<file path="src/rtl/expr_recognizer.sv">
// Streaming recognizer for arithmetic expressions, one ASCII character per
// accepted cycle: multi-digit operands, + - * /, and bounded parenthesis nesting.
module expr_recognizer #(
  parameter int MAX_DIGITS = 1,
  parameter int MAX_DEPTH  = 0,
  parameter int CNT_W      = 8,
  localparam int DEPTH_W   = ($clog2(MAX_DEPTH + 1) > 1) ? $clog2(MAX_DEPTH + 1) : 1,
  localparam int DIG_W     = ($clog2(MAX_DIGITS + 1) > 1) ? $clog2(MAX_DIGITS + 1) : 1
) (
  input  logic               clk,
  input  logic               clr,
  input  logic [7:0]         in,
  input  logic               in_valid,
  output logic               out,
  output logic               err,
  output logic [DEPTH_W-1:0] depth,
  output logic [CNT_W-1:0]   num_cnt
);

  typedef enum logic [1:0] {
    S_OPND  = 2'd0,
    S_NUM   = 2'd1,
    S_CLOSE = 2'd2,
    S_DEAD  = 2'd3
  } state_t;

  state_t             state_reg;
  logic [DIG_W-1:0]   dcnt_reg;
  logic [DEPTH_W-1:0] depth_reg;
  logic [CNT_W-1:0]   num_cnt_reg;
  logic               out_reg;
  logic               err_reg;

  logic is_dig, is_op, is_lp, is_rp;

  always_comb begin
    is_dig = (in >= 8'h30) && (in <= 8'h39);
    is_op  = (in == 8'h2B) || (in == 8'h2D) || (in == 8'h2A) || (in == 8'h2F);
    is_lp  = (in == 8'h28);
    is_rp  = (in == 8'h29);
  end

  // out/err are updated together with the state so they always equal the
  // Moore decode of the registers they accompany.
  always_ff @(posedge clk or posedge clr) begin
    if (clr) begin
      state_reg   <= S_OPND;
      dcnt_reg    <= '0;
      depth_reg   <= '0;
      num_cnt_reg <= '0;
      out_reg     <= 1'b0;
      err_reg     <= 1'b0;
    end else if (in_valid) begin
      case (state_reg)
        S_OPND: begin
          if (is_dig) begin
            state_reg <= S_NUM;
            dcnt_reg  <= DIG_W'(1);
            if (num_cnt_reg != '1)
              num_cnt_reg <= num_cnt_reg + 1'b1;
            out_reg   <= (depth_reg == '0);
          end else if (is_lp && (depth_reg < DEPTH_W'(MAX_DEPTH))) begin
            depth_reg <= depth_reg + 1'b1;
          end else begin
            state_reg <= S_DEAD;
            out_reg   <= 1'b0;
            err_reg   <= 1'b1;
          end
        end
        S_NUM: begin
          if (is_dig && (dcnt_reg < DIG_W'(MAX_DIGITS))) begin
            dcnt_reg <= dcnt_reg + 1'b1;
          end else if (is_op) begin
            state_reg <= S_OPND;
            out_reg   <= 1'b0;
          end else if (is_rp && (depth_reg != '0)) begin
            state_reg <= S_CLOSE;
            depth_reg <= depth_reg - 1'b1;
            out_reg   <= (depth_reg == DEPTH_W'(1));
          end else begin
            state_reg <= S_DEAD;
            out_reg   <= 1'b0;
            err_reg   <= 1'b1;
          end
        end
        S_CLOSE: begin
          if (is_op) begin
            state_reg <= S_OPND;
            out_reg   <= 1'b0;
          end else if (is_rp && (depth_reg != '0)) begin
            depth_reg <= depth_reg - 1'b1;
            out_reg   <= (depth_reg == DEPTH_W'(1));
          end else begin
            state_reg <= S_DEAD;
            out_reg   <= 1'b0;
            err_reg   <= 1'b1;
          end
        end
        default: begin
          state_reg <= S_DEAD;
        end
      endcase
    end
  end

  assign out     = out_reg;
  assign err     = err_reg;
  assign depth   = depth_reg;
  assign num_cnt = num_cnt_reg;

endmodule
</file>
<file path="config.mk">
export PLATFORM = sky130hd
export DESIGN_NAME = expr_recognizer
export DESIGN_NICKNAME = d
export VERILOG_FILES = /design/src/rtl/expr_recognizer.sv
export SDC_FILE = /design/constraint.sdc
export NUM_CORES = 1
export LEC_CHECK = 0
export ABC_CLOCK_PERIOD_IN_PS = 3100
export BUFFER_PORTS_ARGS = -buffer_cell sky130_fd_sc_hd__buf_2
export CAP_MARGIN = 10
export CORE_UTILIZATION = 30
export DETAILED_ROUTE_END_ITERATION = 16
export PLACE_DENSITY = 0.5
export SKIP_CTS_REPAIR_TIMING = 1
export SYNTH_ARGS = -nofsm -noshare
export SYNTH_HDL_FRONTEND = slang
export SYNTH_SLANG_ARGS = --single-unit
</file>
<file path="constraint.sdc">
create_clock -name clk -period 3.1 [get_ports clk]
set_input_delay 0.62 -clock clk [delete_from_list [all_inputs] [get_ports clk]]
set_output_delay 0.62 -clock clk [all_outputs]
set_load 0.1 [all_outputs]
</file>
## After elaboration in Yosys (flattened, before gate mapping)

Index checks and enable logic that the tools add are counted.
W data, S select, Z words.

| cells by class | value |
|---|---|
| bitwise operators | 1 |
| div/mod/pow operators | 0 |
| shift operators | 0 |
| multiply operators | 0 |
| magnitude comparators | 4 |
| equality and inequality tests | 17 |
| reduce and logical (&&, ||, !) cells | 16 |
| add/sub/neg operators | 4 |
| multiplexer cells | 29 |

Operator list:

| kind | number |
|---|---|
| $eq A8 B6 Y1 const B | 6 |
| $mux W1 | 18 |
| $reduce_and A4 Y1 | 4 |
| $mux W2 | 6 |
| $ne A2 B2 Y1 const B | 6 |
| $reduce_and A5 Y1 | 2 |
| $pmux W1 S3 | 3 |
| $add A8 B1 Y8 const B | 1 |
| $ge A8 B6 Y1 const B | 1 |
| $le A8 B6 Y1 const B | 1 |
| $ne A8 B8 Y1 const B | 1 |
| $ne A3 B3 Y1 const B | 2 |
| $pmux W2 S3 | 1 |
| $logic_and A1 B1 Y1 | 4 |
| $logic_or A1 B1 Y1 | 3 |
| $reduce_bool A3 Y1 | 1 |
| $add A1 B1 Y1 const B | 2 |
| $eq A2 B1 Y1 const B | 1 |
| $eq A2 B2 Y1 const B | 1 |
| $logic_not A2 Y1 | 1 |
| $lt A1 B1 Y1 const B | 2 |
| $pmux W1 S2 | 1 |
| $reduce_bool A2 Y1 | 1 |
| $not A1 Y1 | 1 |
| $sub A1 B1 Y1 const B | 1 |

| word-level totals | value |
|---|---|
| logic and storage cells | 77 |
| flip-flop bits (word level) | 14 |
| latch bits | 0 |
| memories | 0 |
| bits in read-only memories | 0 |
| output and inout port bits | 11 |
| memory bits (writable) | 0 |

## Depth between registers and ports, before layout

Gate-level depths: netlist of the first run.

| logic depth | value |
|---|---|
| depth after elaboration | 7 |
| mapped depth | 6 |
| depth with buffers taken out | 6 |

## Worst setup path after synthesis of the first run

No wires, ideal clock.

| timing | value |
|---|---|
| kind | register to register |
| from | reg num_cnt_reg[0] (netlist: num_cnt[0]) |
| to | reg num_cnt_reg[5] (netlist: num_cnt[5]) |
| library setup time | 157 ps |
| required time | 2943 ps |
| cell stages (with the launch flop) | 7 |
| setup slack | 606 ps |
| data arrival time | 2337 ps |
| period minus slack after synthesis | 2494 ps |
| path through | dfrtp_1 ha_1 and3_1 and3_1 clkbuf_1 or4b_4 xnor2_2 |

| between the ends | value |
|---|---|
| cells in the longest elaborated chain, start to end | 2 |
| elaborated cells on any way between the ends | 3 |

RTL lines:

| item | RTL line | source |
|---|---|---|
| from (decl) | 30 | `logic [CNT_W-1:0] num_cnt_reg;` |
| from (signal assigned) | 60 | `num_cnt_reg <= num_cnt_reg + 1'b1;` |
| parallel branches: the longest is 2 deep, another holds $add A8 B1 Y8 | - |  |

Parallel ways; which one is timed is not known.
A chain may end at the register's enable or synchronous reset.

## Worst setup path after layout of the first run

| timing | value |
|---|---|
| from | reg state_reg[0] |
| to | reg num_cnt_reg[5] (netlist: num_cnt[5]) |

| between the ends | value |
|---|---|
| cells in the longest elaborated chain, start to end | 2 |

RTL lines:

| item | RTL line | source |
|---|---|---|
| from (decl) | 27 | `state_t state_reg;` |
| from (signal assigned) | 47 | `state_reg <= S_OPND;` |
| from (signal assigned) | 57 | `state_reg <= S_NUM;` |
| from (signal assigned) | 65 | `state_reg <= S_DEAD;` |
| $logic_not A2 Y1 | 54 | `case (state_reg)` |
| $reduce_and A4 Y1 (no source line) | - |  |

No other way between the ends.

==> results of run 1 <==
-- area by class of cell --
cell class                      instances  share of cell area [%]
Clock buffer                            3                   2.200
Inverter                                5                   1.834
Multi-Input combinational cell         62                   47.68
Sequential cell                        14                   34.23
Tap cell                               31                   3.790
Timing Repair Buffer                   21                   10.27
-- final timing paths --
check | start | endpoint | slack (ns)
setup reg to reg | state_reg[0]$_DFFE_PP0P_ | num_cnt[5]$_DFFE_PP0P_ | 1.11
setup / recovery | state_reg[0]$_DFFE_PP0P_ | num_cnt[5]$_DFFE_PP0P_ | 1.11
hold reg to reg | num_cnt[7]$_DFFE_PP0P_ | num_cnt[7]$_DFFE_PP0P_ | 0.49
min in group clk | num_cnt[7]$_DFFE_PP0P_ | num_cnt[7]$_DFFE_PP0P_ | 0.49
hold / removal | clr | state_reg[1]$_DFFE_PP0P_ | 0.37
max in group asynchronous | clr | num_cnt[5]$_DFFE_PP0P_ | 2.36
-- layer usage --
metal	track usage, %	wire length, µm	vias to the layer above
met5	0	0	-
met4	6.786	19	0
met3	3.044	97	2
met2	17.90	791	20
met1	15.09	885	336
li1	-	-	348
-- logic make-up (layout without fill, tap and decap cells) --
family	Yosys count	in the layout
and+or+nand+nor	30	30
AOI/OAI and AO/OA	15	15
DFF	14	14
xor gates and xnor gates	7	7
buffers and inverters	6	29
adders and majority gates	5	5
muxes	5	5
-- metrics by stage --
| stage | area [µm²] | instances | power [mW] | setup slack, ns |
|---|---|---|---|---|
| global route | 1023 | 136 | 0.5535 | 0.9802 |
| CTS | 1023 | 136 | 0.5221 | 1.090 |
| floorplan | 860.8 | 82 | 0.3694 | 0.6064 |
| global placement | 1001 | 133 | 0.4151 | 0.9409 |
| finish | 1023 | 136 | 0.5154 | 1.108 |
| detailed placement | 1001 | 133 | 0.4198 | 0.8925 |
-- power by group through the flow --
stage | Sequential, mW | Clock (mW) | Combinational [mW]
2_1_floorplan | 0.247 | 0 | 0.122
6_report | 0.217 | 0.102 | 0.196
3_3_place_gp | 0.220 | 0 | 0.195
5_1_grt | 0.221 | 0.114 | 0.219
4_1_cts | 0.218 | 0.105 | 0.199
3_5_place_dp | 0.222 | 0 | 0.198
-- synth_stat cells, drive strengths merged --
library cell	count	area [µm²]
o21a	1	7.510
clkbuf	1	3.750
nor4bb	1	10.01
nand3	5	25.02
nand2	1	3.750
o31a	1	8.760
inv	5	18.77
nor4b	1	8.760
o31ai	1	7.510
mux2i	2	20.02
and3	3	18.77
nor4	1	6.260
xor2	6	52.55
o21ai	3	15.01
a211oi	2	15.01
a21oi	1	5.000
nand3b	1	7.510
nor2	5	18.77
nor3b	2	26.28
nor2b	3	18.77
xnor2	1	16.27
o211ai	2	15.01
nor3	2	10.01
ha	5	62.56
or4b	1	13.76
dfrtp	14	350.3
o21bai	2	15.01
and2	1	6.260
nand4	3	25.02
a31oi	1	6.260
mux2	3	33.78
o221ai	1	8.760
==> impl_summary.txt, run 1 <==
----------------------------------------------------
[STA]
  Unrepaired setup endpoints after global routing ... no
  Relative slew slack ... 63.42%
  Final setup viols ... 0
  Fmax ... 0.5021 GHz
  Worst hold margin ... 0.3747 ns
  Clock Skew ... 0.001859 ns
  Hold Violations, Final ... 0
  Final Slew Violations ... 0
  Fraction of the cycle the final worst path needs ... 64.25%
  Transition at the pin with the smallest max-transition slack ... 0.5482 ns
  Total negative slack ... 0 ns
  Time the worst path needs with I/O delays and setup ... 1.992 ns

[Routing]
  Final antenna-violating net count ... 0
  Total via count after detailed routing ... 706
  Final wirelength ... 1794 µm
  Drt first-iter violations ... 16
  Detailed-route vias per instance ... 5.191
  Drt pass-1 iters ... 4
  Routed wire per std cell ... 13.19 µm
  # DRC ... 0

[Setup path]
  Setup CP Type ... reg2reg
  Required time of the critical path ... 3.27 ns
  Worst-path cell chain ... inv_1 -> ha_1 -> and2_1 -> nand4_2 -> or4b_4 -> xnor2_2
  Launching element type of the critical path ... register
  Critical path arrival ... 2.16 ns
  Crit path largest cell delay ... 0.58 ns
  CP endpoint kind ... register
  Cell family with most CP delay ... simple AND/OR/NAND/NOR gates
  Crit Path Max Fanout ... 7
  Total stage count of the critical path ... 6
  Buffering stage count on the worst path with inverters included ... 1
  Number of cells on the worst reg-to-reg path ... 6
  Library cell contributing the largest single delay on the critical path ... or4b_4

[Finish]
  Register cell area after layout ... 350.3 µm²
  Most frequent standard cell in the layout excluding fill and tap cells ... buf_2
  Number of nets in the layout ... 123
  Number of flip-flops under the largest register name ... 8
  Fraction of final layout cells with drive strength greater than 1 ... 29.52%
  Synthesis-to-layout area growth ... 18.90%
  Leading cell types in the layout, fill and taps excluded ... buf_2, dfrtp_1, xor2_1
  Final design utilization ... 37.44%
  Number of fill cells in the layout ... 287
  Area taken by multi-input logic gates ... 488.0 µm²
  Ant. Diodes ... 0

[Global route]
  Number of antenna violations at the first check in global routing ... 0
  Vias in the first global route ... 673
  Total Routing Usage GR ... 11.78%
  Pin count of the biggest net entering global routing ... 15
  Grt total ovfl ... 0
  Global-route wire length before repair ... 2918 µm

[Synth]
  Number of standard cells after synthesis ... 82
  Flops & latches, synth ... 14
  Adder and majority cell fraction of the synthesized area ... 7.267%
  Main combinational cell family by area after synthesis ... simple AND/OR/NAND/NOR gates
  Multiplexer area fraction after synthesis ... 6.250%
  Synth cell types ... 34
  Compound-Gate Fraction of Synth Area ... 12.06%
  Portion of the post-synthesis area used by sequential elements ... 40.70%
  Post-Synth XOR/XNOR Area ... 7.994%
  Mapped cell area ... 860.8 µm²
  Syn_nets ... 98
  Simple-Gate Fraction of Synth Area ... 23.11%
  YS warnings ... 0
  Average instance area after synthesis ... 10.50 µm²

[Power and ir drop]
  Leakage Power ... 0.5409 nW
  IR Drop Worst-Case VDD ... 208.5 µV
  Power per cell area ... 503.6 nW/µm²
  Power share of the clock group ... 19.8%
  Switching part of the total ... 37.82%
  Internal power component ... 0.3205 mW
  Comb pwr share ... 38.1%
  P_sw ... 0.1949 mW
  Portion of total power attributed to sequential cells ... 42.2%

[Die]
  Core Region ... 2734 µm²
  Initial core utilization ... 31.49%
  Area of the die ... 3087 µm²
  Die Y-Extent ... 55.57 µm
  Width of the die ... 55.57 µm
  Standard-cell row count ... 19
  Boundary Pins ... 22

[Flow run]
  Max-capacitance violation count ... 0

[Clock network]
  Max Buffers Root-to-Sink ... 2
  Root Buffer ... clkbuf_4
  Sinks on Clock Net ... 14
  Clock insertion delay at the later pin of the skew report ... 0.28 ns
  # H-tree levels ... 1
  CTS buffer count ... 3
  CTS clock-pin slew for the worst setup and hold paths ... 0.08 ns
  CTS tree ... done

[Placement]
  # port buffers ... 21
  Final GP Congestion ... 0.7851
  Half-perimeter wire length after placement ... 1392 µm

[Min path]
  Worst hold path type ... in2async

[Run status]
  Result of the run ... complete, no violations

----------------------------------------------------
No activity file was read; power rests on OpenSTA's default activity.
==> inputs of run 2 (changes only) <==
- ABC_CLOCK_PERIOD_IN_PS: 3100 -> 2000
- clock period: 3.1 -> 2 ns (I/O delays scaled with it)
==> run 2 against run 1 <==
Global-route usage increased by 1.2 points. Hold slack worse by 0.23 ns. Sequential cell count unchanged. Clock power grew 63%. Core utilization rose by 2.2 points. Clock skew rose by 0.012 ns. First-iteration DRC count rose by 63%. Fmax rose by 7.6%. Critical path type unchanged. Power rose by 59%. Critical endpoint unchanged. Non-clock buffer count is 4 higher.
==> impl_summary.txt, run 2 (synthesis results as in run 1) <==
----------------------------------------------------
[Power and ir drop]
  Leakage Power ... 0.5435 nW (+0.47%)
  IR Drop Worst-Case VDD ... 401.8 µV (+93%)
  Post-layout power ... 0.8216 mW (+59%)
  Power per cell area ... 757.4 nW/µm² (+50%)

[Finish]
  Synthesis-to-layout area growth ... 26.02%
  Number of nets in the layout ... 127 (+3.3%)
  Ant. Diodes ... 0 (unchanged)
  Number of flip-flops under the largest register name ... 8 (unchanged)
  Final design utilization ... 39.68% (+2.2 points)
  Fraction of final layout cells with drive strength greater than 1 ... 40.00% (+10 points)
  Number of fill cells in the layout ... 263 (-8.4%)
  Leading cell types in the layout, fill and taps excluded ... buf_2, xor2_1, dfrtp_1, dfrtp_2
  Most frequent standard cell in the layout excluding fill and tap cells ... buf_2

[STA]
  Final Slew Violations ... 0 (unchanged)
  Slack of the critical path ... 0.1498 ns (-0.9585 ns)
  Hold Violations, Final ... 0 (unchanged)
  Fraction of the cycle the final worst path needs ... 92.51% (+28 points)
  Transition at the pin with the smallest max-transition slack ... 0.5441 ns (-0.004068 ns)
  Relative slew slack ... 63.69% (+0.27 points)
  Clock Skew ... 0.01344 ns (+0.01158 ns)
  Final setup viols ... 0 (unchanged)
  Unrepaired setup endpoints after global routing ... no
  Time the worst path needs with I/O delays and setup ... 1.850 ns (-0.1415 ns)
  Fmax ... 0.5405 GHz (+7.6%)

[Global route]
  Total Routing Usage GR ... 12.96% (+1.2 points)
  Global-route wire length before repair ... 3098 µm (+6.2%)
  Grt total ovfl ... 0 (unchanged)
  Pin count of the biggest net entering global routing ... 15 (unchanged)
  Number of antenna violations at the first check in global routing ... 0 (unchanged)
  Vias in the first global route ... 692 (+2.8%)

[Die]
  Die Y-Extent ... 55.57 µm (unchanged)
  Area of the die ... 3087 µm² (unchanged)
  Width of the die ... 55.57 µm (unchanged)
  Boundary Pins ... 22 (unchanged)
  Standard-cell row count ... 19 (unchanged)
  Core Region ... 2734 µm² (unchanged)
  Initial core utilization ... 31.49% (unchanged)

[Setup path]
  Number of cells on the worst reg-to-reg path ... 5 (-1)
  Worst reg2reg path endpoint ... num_cnt[5]$_DFFE_PP0P_
  Crit Path Max Fanout ... 7 (unchanged)
  Setup CP Type ... reg2reg
  CP endpoint kind ... register
  Launch point of the worst reg-to-reg path ... num_cnt[0]$_DFFE_PP0P_
  Required time of the critical path ... 2.18 ns (-1.09 ns)
  Minimum setup slack among reg-to-reg paths ... 0.15 ns (-0.96 ns)
  Launching element type of the critical path ... register
  Critical path arrival ... 2.03 ns (-0.13 ns)

[Clock network]
  CTS clock-pin slew for the worst setup and hold paths ... 0.09 ns (about the same)
  # H-tree levels ... 1 (unchanged)
  Max Buffers Root-to-Sink ... 2 (unchanged)
  CTS tree ... done
  Root Buffer ... clkbuf_4
  Clock insertion delay at the later pin of the skew report ... 0.28 ns (about the same)
  Sinks on Clock Net ... 14 (unchanged)
  CTS buffer count ... 3 (unchanged)

[Routing]
  Total via count after detailed routing ... 713 (+0.99%)
  Drt first-iter violations ... 26 (+10)
  Drt pass-1 iters ... 4 (unchanged)
  Final antenna-violating net count ... 0 (unchanged)
  Routed wire per std cell ... 12.42 µm (-5.9%)
  # DRC ... 0 (unchanged)
  Final wirelength ... 1751 µm (-2.4%)
  Detailed-route vias per instance ... 5.057 (-2.6%)

[Run status]
  Result of the run ... complete, no violations

[Placement]
  # port buffers ... 21 (unchanged)
  Worst slack at placement ... 0.1634 ns (-0.7291 ns)
  Final GP Congestion ... 0.7968 (+1.5%)
  Half-perimeter wire length after placement ... 1395 µm (+0.24%)

[Min path]
  Worst hold path type ... in2async

[Flow run]
  Max-capacitance violation count ... 0 (unchanged)

----------------------------------------------------
## run 2: layout make-up
| cell class | count | area [µm²] | share of cell area [%] |
|---|---|---|---|
| tap | 31 | 38.79 | 3.576 |
| sequential | 14 | 365.4 | 33.68 |
| inverter | 5 | 18.77 | 1.730 |
| clock buffer | 4 | 26.28 | 2.422 |
| multi-input combinational | 62 | 500.5 | 46.14 |
| timing repair buffer | 25 | 135.1 | 12.46 |
## run 2: how the worst max path moves through the flow
stage	from	end	slack, ns	cells past startpoint
2_1_floorplan	num_cnt[1]$_DFFE_PP0P_	num_cnt[5]$_DFFE_PP0P_	-0.07	6
3_3_place_gp	num_cnt[0]$_DFFE_PP0P_	num_cnt[5]$_DFFE_PP0P_	0.19	5
3_5_place_dp	num_cnt[0]$_DFFE_PP0P_	num_cnt[5]$_DFFE_PP0P_	0.16	5
4_1_cts	num_cnt[0]$_DFFE_PP0P_	num_cnt[5]$_DFFE_PP0P_	0.15	5
5_1_grt	num_cnt[0]$_DFFE_PP0P_	num_cnt[5]$_DFFE_PP0P_	0.1	5
6_report	num_cnt[0]$_DFFE_PP0P_	num_cnt[5]$_DFFE_PP0P_	0.15	5
## run 2: stage by stage
stage	std cells	hold WS (ns)	area, µm²	setup TNS [ns]
5_1_grt	141	0.1785	1085	0
2_1_floorplan	82	0.2889	889.6	-0.06603
6_report	141	0.1422	1085	0
3_5_place_dp	137	0.4702	1059	0
3_3_place_gp	137	0.4602	1059	0
4_1_cts	141	0.1630	1085	0
## run 2: critical path, stage by stage, from the launching register on
cell and delay (ns):
dfrtp_4 0.51, ha_4 0.18, and3_1 0.17, and3_1 0.23
or4b_4 0.52, xnor2_2 0.15
## run 2: metal layers
layer	track usage (%)	routed length (µm)	up-vias
met5	0	0	-
met2	20.14	803	9
li1	-	-	359
met3	4.215	50	5
met4	5.357	34	0
met1	16.54	863	340
## run 2: report_power, final
group / internal [mW] / total (mW) / leakage (nW) / switching, mW
sequential: 0.317 / 0.342 / 0.168 / 0.0255
combinational: 0.119 / 0.313 / 0.360 / 0.193
clock: 0.0774 / 0.166 / 0.0150 / 0.0891
total: 0.514 / 0.822 / 0.543 / 0.308
